### src/rtl/mpu_capture_ctrl.sv
// Capture sequencer between the I2C MPU reader and the attitude pipeline: issues one
// burst read per sample tick and presents each NBYTES frame only once it is complete.
module mpu_capture_ctrl #(
    parameter int CLK_MAIN    = 50000000,
    parameter int SAMPLE_HZ   = 500,
    parameter int NBYTES      = 12,
    parameter int TIMEOUT_CYC = 200000
) (
    input  logic                  clk,
    input  logic                  rst_n,
    input  logic                  init_done,
    input  logic                  enable,
    input  logic                  data_avalid,
    input  logic [7:0]            data,
    input  logic                  busy_now,
    output logic                  mpu_transfer,
    output logic                  frame_valid,
    output logic [NBYTES*8-1:0]   frame_data,
    output logic [15:0]           frame_count,
    output logic                  sample_overrun,
    output logic                  timeout_err,
    output logic                  busy
);

    localparam int TICK_DIV = CLK_MAIN / SAMPLE_HZ;
    localparam int TW       = $clog2(TICK_DIV);
    localparam int OW       = $clog2(TIMEOUT_CYC + 1);
    localparam int FW       = NBYTES * 8;

    typedef enum logic [2:0] {
        S_WAIT_INIT,
        S_IDLE,
        S_CAPTURE,
        S_DONE,
        S_ABORT
    } state_t;

    state_t          r_state;
    state_t          w_next;
    logic [TW-1:0]   r_tick_cnt;
    logic [3:0]      r_byte_cnt;
    logic [OW-1:0]   r_to_cnt;
    logic [FW-1:0]   r_shadow;
    logic [FW-1:0]   w_frame;
    logic            w_tick;
    logic            w_last_byte;
    logic            w_timeout;
    logic            w_overrun;

    assign w_tick      = (r_tick_cnt == TW'(TICK_DIV - 1));
    assign w_last_byte = (r_state == S_CAPTURE) && data_avalid && (r_byte_cnt == 4'(NBYTES - 1));
    assign w_timeout   = (r_state == S_CAPTURE) && (r_to_cnt == OW'(TIMEOUT_CYC - 1));
    assign w_overrun   = w_tick && (r_state inside {S_CAPTURE, S_DONE, S_ABORT});

    // The final byte is folded in here so the frame register loads in the same edge it arrives.
    always_comb begin
        w_frame      = r_shadow;
        w_frame[7:0] = data;
    end

    always_comb begin
        w_next = r_state;
        if (r_state != S_WAIT_INIT && !init_done) begin
            w_next = S_WAIT_INIT;
        end else begin
            case (r_state)
                S_WAIT_INIT: if (init_done)        w_next = S_IDLE;
                S_IDLE:      if (w_tick && enable) w_next = S_CAPTURE;
                S_CAPTURE: begin
                    if (w_last_byte)    w_next = S_DONE;
                    else if (w_timeout) w_next = S_ABORT;
                end
                S_DONE:      w_next = S_IDLE;
                S_ABORT:     if (!busy_now)        w_next = S_IDLE;
                default:     w_next = S_WAIT_INIT;
            endcase
        end
    end

    always_ff @(posedge clk or negedge rst_n) begin
        if (!rst_n) begin
            r_state    <= S_WAIT_INIT;
            r_tick_cnt <= '0;
        end else begin
            r_state <= w_next;
            if (r_state == S_WAIT_INIT || w_next == S_WAIT_INIT || w_tick)
                r_tick_cnt <= '0;
            else
                r_tick_cnt <= r_tick_cnt + TW'(1);
        end
    end

    // Byte and timeout counters only live while a capture continues; any exit clears them.
    always_ff @(posedge clk or negedge rst_n) begin
        if (!rst_n) begin
            r_byte_cnt <= '0;
            r_to_cnt   <= '0;
            r_shadow   <= '0;
        end else begin
            if (r_state == S_CAPTURE && w_next == S_CAPTURE) begin
                r_to_cnt <= r_to_cnt + OW'(1);
                if (data_avalid)
                    r_byte_cnt <= r_byte_cnt + 4'd1;
            end else begin
                r_to_cnt   <= '0;
                r_byte_cnt <= '0;
            end
            for (int i = 0; i < NBYTES; i++) begin
                if (r_state == S_CAPTURE && data_avalid && r_byte_cnt == 4'(i))
                    r_shadow[FW-1-8*i -: 8] <= data;
            end
        end
    end

    always_ff @(posedge clk or negedge rst_n) begin
        if (!rst_n) begin
            frame_data     <= '0;
            frame_count    <= '0;
            frame_valid    <= 1'b0;
            mpu_transfer   <= 1'b0;
            timeout_err    <= 1'b0;
            sample_overrun <= 1'b0;
            busy           <= 1'b0;
        end else begin
            if (w_next == S_DONE) begin
                frame_data  <= w_frame;
                frame_count <= frame_count + 16'd1;
            end
            frame_valid    <= (w_next == S_DONE);
            mpu_transfer   <= (w_next == S_CAPTURE);
            timeout_err    <= (r_state == S_CAPTURE) && (w_next == S_ABORT);
            sample_overrun <= w_overrun;
            busy           <= !(w_next inside {S_WAIT_INIT, S_IDLE});
        end
    end

endmodule

### config.mk
export PLATFORM = sky130hd
export DESIGN_NAME = mpu_capture_ctrl
export DESIGN_NICKNAME = d
export VERILOG_FILES = /design/src/rtl/mpu_capture_ctrl.sv
export SDC_FILE = /design/constraint.sdc
export NUM_CORES = 1
export LEC_CHECK = 0
export CAP_MARGIN = 20
export CORE_ASPECT_RATIO = 0.5
export CORE_MARGIN = 2
export CORE_UTILIZATION = 52
export DETAILED_ROUTE_END_ITERATION = 8
export PLACE_DENSITY = 0.75
export SYNTH_ARGS = -nofsm -noshare
export SYNTH_HDL_FRONTEND = slang
export SYNTH_SLANG_ARGS = --single-unit
### constraint.sdc
create_clock -name clk -period 4.2 [get_ports clk]
set_clock_uncertainty 0.2 [all_clocks]
set_input_delay 0.42 -clock clk [delete_from_list [all_inputs] [get_ports clk]]
set_output_delay 0.42 -clock clk [all_outputs]
set_load 0.1 [all_outputs]
==> flow_metrics.py, run 1 <==
metrics = {
    "sta": {
        "fin_crit_sh_pct": 79.07,
        "rsz0062_at_grt": "false",
        "worstMarginPinSlew_ns": 1.044,
        "hold_slack_ns": 0.2772,
        "setup_violations": 0,
        "setup-tns-final_ns": 0,
        "hold_viol": 0,
        "max_slew_margin_pct": 30.21,
        "min_period_ns": 3.321,
        "fmax_mhz": 301.1,
        "maxSlewViolCount": 0,
    },
    "pwr": {
        "power_leakage_nw": 5.804,
        "power.total_w": 0.004442,
        "max-vdd-ir-drop_mv": 0.2204,
        "p_per_area_nw_per_um2": 360.7,
    },
    "yosys": {
        "ys.flop_type": "dfrtp_1",
        "synthMuxAreaShare_pct": 21.07,
        "ys_seq_elements": 247,
        "synth_edf_count": 0,
        "synth_fa_ha_area_share_pct": 0.8659,
        "ys_top_cells_by_count": "247 x dfrtp_1, 175 x mux2_2, 57 x nor2_1, 33 x xnor2_1, 18 x nand2_1",
        "synthTopCellsByArea": "dfrtp_1 61%, mux2_2 19%, xnor2_1 2.9%",
        "yosys.area_share.simple_pct": 8.016,
        "seq_area_frac_synth_pct": 61.11,
        "synth_top_area_share_pct": 61.11,
        "syn-num-nets": 731,
        "synth.most_common_cell": "dfrtp_1",
        "synth_area_per_cell_um2": 14.25,
        "synth_top_family_by_area": "multiplexers",
        "synth_compound_area_share_pct": 2.239,
        "synth_top_area_cell": "dfrtp_1",
        "syn_area_um2": 10110,
        "ys_types": 47,
        "synth_xor_xnor_area_share_pct": 4.243,
        "synthCells": 710,
        "ys_warn_count": 0,
        "synthArstFlopShare_pct": 100.0,
    },
    "clock_network": {
        "cts_buffers": 21,
        "htree_levels": 1,
        "clockBufferDepth": 3,
        "postCtsSetupRepairBufs": 0,
        "cts_tree": "yes",
        "cts.sinks": 247,
        "ctsHoldBuffers": 1,
        "cts_resized": 0,
        "clk_pin_slew_ns": 0.07,
        "clk_latency_ns": 0.50,
        "cts-root-buf": "clkbuf_16",
    },
    "setup_path": {
        "cp_data_required_time_ns": 4.39,
        "crit_type": "flop to flop",
        "r2r-start": "r_tick_cnt[0]",
        "cp-start-kind": "flop",
        "startpoint": "r_tick_cnt[0]",
        "cp_max_fo": 31,
        "cp-end-kind": "flop",
        "critPathArrivalTime_ns": 3.51,
    },
    "finish": {
        "fillerInstances": 1419,
        "drive_above_1_share_pct": 28.24,
        "final_area_um2": 12320,
        "final_nets": 864,
        "syn_to_final_growth_pct": 21.76,
        "num_antenna_cells": 0,
    },
    "routing": {
        "viasPerCell": 5.417,
        "drc": 0,
        "drtAntennaViolNets": 0,
        "totalWireLength_mm": 21.02,
        "vias": 6045,
        "drt_iter0_drc": 344,
        "dr.pass1.iters": 4,
        "wl_per_cell_um": 18.83,
    },
    "place": {
        "gp_congestion": 0.8197,
        "hpwlAfterDp_mm": 13.62,
        "placed_area_um2": 11630,
        "port_buffers": 130,
    },
    "outcome": {
        "status": "finished clean",
    },
    "grt": {
        "grt_pass1_wl_mm": 33.44,
        "grt_usage_pct": 20.68,
        "grt_pass1_vias": 6172,
        "grt_max_degree": 129,
        "antenna_found_initial": 0,
        "grt-ovfl-total": 0,
    },
    "hold_path": {
        "hold_class": "flop to flop",
        "hp-start": "frame_count[15]",
    },
    "die": {
        "ios": 131,
        "start_util_pct": 53.97,
        "core-area_um2": 18740,
        "die_h_um": 102.6,
        "design.die.area_um2": 20650,
        "fp.dieW_um": 201.2,
        "num_rows": 35,
    },
    "flow_run": {
        "drv_cap": 0,
    },
}
## kinds of logic (layout without fill, tap and decap cells)
group                      Yosys count  in the layout
DFF                                247            247
muxes                              186            186
and+or+nand+nor                    153            153
xor gates and xnor gates            49             49
buffers and inverters               41            188
AOI/OAI and AO/OA                   27             27
adders and majority gates            7              7
## state kept, by name, indices dropped and copies added, names as in the netlist
name            cells
frame_data         96
frame_count        16
r_tick_cnt         17
r_byte_cnt          4
r_to_cnt           18
frame_valid         1
r_shadow           88
busy                1
r_state             3
timeout_err         1
sample_overrun      1
mpu_transfer        1
## layout by cell type (no fill, tap or decap), types with 7 or more instances in the layout
master / netlist / final
and3_1: 9 / 9
ha_1: 7 / 7
dfrtp_1: 247 / 247
clkinv_2: 0 / 7
inv_1: 11 / 11
nand4_1: 12 / 12
clkbuf_16: 0 / 21
xnor2_1: 33 / 33
nand3_1: 14 / 14
clkdlybuf4s50_1: 0 / 129
xor2_1: 16 / 16
mux2_2: 175 / 175
mux2_4: 10 / 10
o2111ai_1: 9 / 9
buf_4: 3 / 7
nor2_1: 57 / 57
nand2_1: 18 / 18
o211ai_1: 7 / 7
nor3_1: 8 / 8
## where the power goes
part	leakage, nW	internal [W]	switching, W	total, W
logic	2.02	0.0000243	0.0000962	0.000120
registers	3.45	0.00238	0.00000315	0.00238
clock network	0.337	0.00108	0.000856	0.00194
total	5.80	0.00349	0.000955	0.00444
## routing by layer
metal  global-route usage [%]  vias up  routed length (µm)
li1                         -     2736                   -
met1                    29.26     3148                9865
met2                    34.44      132                9949
met3                    3.729       29                 899
met4                    4.072        0                 303
met5                        0        -                   0
## through the flow
| step | std cells | util (%) | setup WS [ns] |
|---|---|---|---|
| final | 1116 | 65.71 | 0.8792 |
| after global routing | 1116 | 65.71 | 0.7048 |
| after CTS | 1116 | 65.71 | 0.8677 |
| after detailed placement | 1078 | 62.05 | 0.5988 |
| after global placement | 1078 | 62.05 | 0.6816 |
| after floorplan | 710 | - | 1.834 |
## critical path, cell delays in order (launching register included)
cell and delay (ns):
dfrtp_1 0.39, ha_1 0.22, and4_4 0.28, and4_4 0.26, a21oi_4 0.14, o21ai_4 0.79, buf_4 0.52, mux2_2 0.40
## worst paths after layout
kind / end / slack (ns) / cells past startpoint
hold / removal: frame_count[15] / 0.28 / 1
min in group asynchronous: frame_data[3] / 0.43 / 2
setup / recovery: frame_data[89] / 0.88 / 7
max in group asynchronous: frame_count[9] / 2.43 / 3
setup reg to reg: frame_data[89] / 0.88 / 7
hold reg to reg: frame_count[15] / 0.28 / 1
## final cells by class
cell class	instances	area (µm²)	share of cell area (%)
clock inverter	11	111.4	0.9042
inverter	11	41.29	0.3353
clock buffer	26	564.3	4.582
multi-input combinational	422	3685	29.92
sequential	247	6181	50.19
tap	259	324.1	2.631
timing repair buffer	140	1409	11.44
Power figures use the tool's default switching activity.
==> run 2: changes to the inputs <==
==> constraint.sdc (replaced) <==
create_clock -name clk -period 3.1 [get_ports clk]
set_clock_uncertainty 0.2 [all_clocks]
set_input_delay 0.31 -clock clk [delete_from_list [all_inputs] [get_ports clk]]
set_output_delay 0.31 -clock clk [all_outputs]
set_load 0.1 [all_outputs]
==> flow_metrics.py, run 2 (synthesis gave the netlist of run 1 again) <==
metrics = {
    "setup_path": {
        "crit_type": "flop to flop",
        "slowest_stage": "dfrtp_1",
        "crit_path_cell_trace": "ha_1 -> and4_4 -> and4_4 -> a21oi_4 -> o21ai_4 -> buf_12 -> mux2_2",
        "cpPeakStageDelay_ns": 0.39,
        "critPathArrivalTime_ns": 2.84,
        "crit_top_cell": "and4_4",
        "cp-start-kind": "flop",
        "cp_max_fo": 60,
        "cp-end-kind": "flop",
        "cp_data_required_time_ns": 3.29,
    },
    "clock_network": {
        "cts_resized": 0,
        "htree_levels": 1,
        "cts-root-buf": "clkbuf_16",
        "cts_tree": "yes",
        "cts.sinks": 247,
        "clockBufferDepth": 3,
        "clk_latency_ns": 0.50,
        "clk_pin_slew_ns": 0.06,
        "cts_buffers": 22,
    },
    "die": {
        "core-area_um2": 18740,
        "num_rows": 35,
        "fp.dieW_um": 201.2,
        "start_util_pct": 53.97,
        "ios": 131,
        "design.die.area_um2": 20650,
        "die_h_um": 102.6,
    },
    "hold_path": {
        "hold_class": "input port to async pin",
    },
    "finish": {
        "final-seq-area_um2": 6181,
        "num_antenna_cells": 0,
        "syn_to_final_growth_pct": 20.01,
        "largest_reg_flops": 96,
        "top_register": "frame_data",
        "mostFrequentLayoutCell": "dfrtp_1",
        "multiInputGateArea_um2": 3685,
        "reg_top3": "frame_data: 96 flops, r_shadow: 88 flops, r_to_cnt: 18 flops",
        "final_area_um2": 12140,
        "fillerInstances": 1432,
        "drive_above_1_share_pct": 42.36,
        "final_nets": 871,
        "final_cell_mix": "247 x dfrtp_1, 175 x mux2_2, 129 x buf_4, 57 x nor2_1, 33 x xnor2_1",
    },
    "sta": {
        "rsz0062_at_grt": "false",
        "fmax_mhz": 377.3,
        "setup-tns-final_ns": 0,
        "hold_slack_ns": 0.2128,
        "setup_slack_ns": 0.4495,
        "fin_crit_sh_pct": 85.50,
        "max_slew_margin_pct": 48.45,
        "worstMarginPinSlew_ns": 0.7709,
        "hold_viol": 0,
        "setup_violations": 0,
        "maxSlewViolCount": 0,
        "min_period_ns": 2.651,
    },
    "pwr": {
        "max-vdd-ir-drop_mv": 0.3568,
        "power.total_w": 0.006160,
        "power_leakage_nw": 6.110,
        "p_per_area_nw_per_um2": 507.5,
    },
    "place": {
        "dp_slack_ns": 0.4099,
        "port_buffers": 130,
        "hpwlAfterDp_mm": 13.65,
        "placed_area_um2": 11390,
        "gp_congestion": 0.7971,
    },
    "grt": {
        "grt_usage_pct": 20.58,
        "grt-ovfl-total": 0,
        "grt_pass1_wl_mm": 33.39,
        "grt_pass1_vias": 6166,
        "grt_max_degree": 97,
        "antenna_found_initial": 0,
    },
    "routing": {
        "wl_per_cell_um": 18.58,
        "viasPerCell": 5.409,
        "drt_iter0_drc": 257,
        "drc": 0,
        "vias": 6074,
        "drtAntennaViolNets": 0,
        "dr.pass1.iters": 4,
        "totalWireLength_mm": 20.87,
    },
    "outcome": {
        "status": "finished clean",
    },
    "flow_run": {
        "drv_cap": 0,
    },
}
[run 2: area by class of cell]
cell class	count	share of cell area [%]
Clock inverter	8	0.8555
Tap cell	259	2.670
Clock buffer	30	5.195
Multi-Input combinational cell	422	30.35
Inverter	11	0.3401
Timing Repair Buffer	146	9.668
Sequential cell	247	50.92
[run 2: timing repair]
item / in CTS / in global routing
hold buffers: 1 / 0
setup buffers: 0 / 0
endpoints found under the hold margin: 91 / 0
endpoints found under the setup margin: 0 / 0
[run 2: through the flow]
stage,instances,utilization [%]
floorplan,710,-
global placement,1084,60.79
detailed placement,1084,60.79
CTS,1123,64.77
global route,1123,64.77
finish,1123,64.77
[run 2: worst paths after layout]
kind / start / endpoint / slack [ns] / depth (start not counted)
worst max register to register: r_tick_cnt[0] / frame_data[80] / 0.45 / 7
worst max-delay path: r_tick_cnt[0] / frame_data[80] / 0.45 / 7
min in group clk: r_tick_cnt[0] / r_tick_cnt[0] / 0.29 / 1
worst min register to register: r_tick_cnt[0] / r_tick_cnt[0] / 0.29 / 1
worst min-delay path: rst_n / frame_data[85] / 0.21 / 2
max in group asynchronous: rst_n / r_state[0] / 1.60 / 3
[run 2: worst max-delay path, delay by kind of cell (launching register included)]
family,cells,cell delay (ns)
AND/OR/NAND/NOR,2,0.53
AO/OA/AOI/OAI,2,0.40
flip-flops,1,0.39
multiplexers,1,0.38
buffers and inverters,1,0.35
adder cells (fa/ha/maj),1,0.23
[run 2: layer usage]
layer,GRT usage [%],share of wire [%],routed length (µm),up-vias
met5,0,0,0,-
met4,3.676,1.3,279,0
met3,3.666,3.8,795,21
met2,34.92,48,10030,98
met1,28.76,47,9765,3186
li1,-,-,-,2769
[run 2: where the power goes]
| group | internal (W) | switching, W | leakage [nW] |
|---|---|---|---|
| registers | 0.00323 | 0.00000434 | 3.45 |
| logic | 0.0000347 | 0.000130 | 2.30 |
| clock network | 0.00160 | 0.00117 | 0.362 |
| total | 0.00486 | 0.00130 | 6.11 |
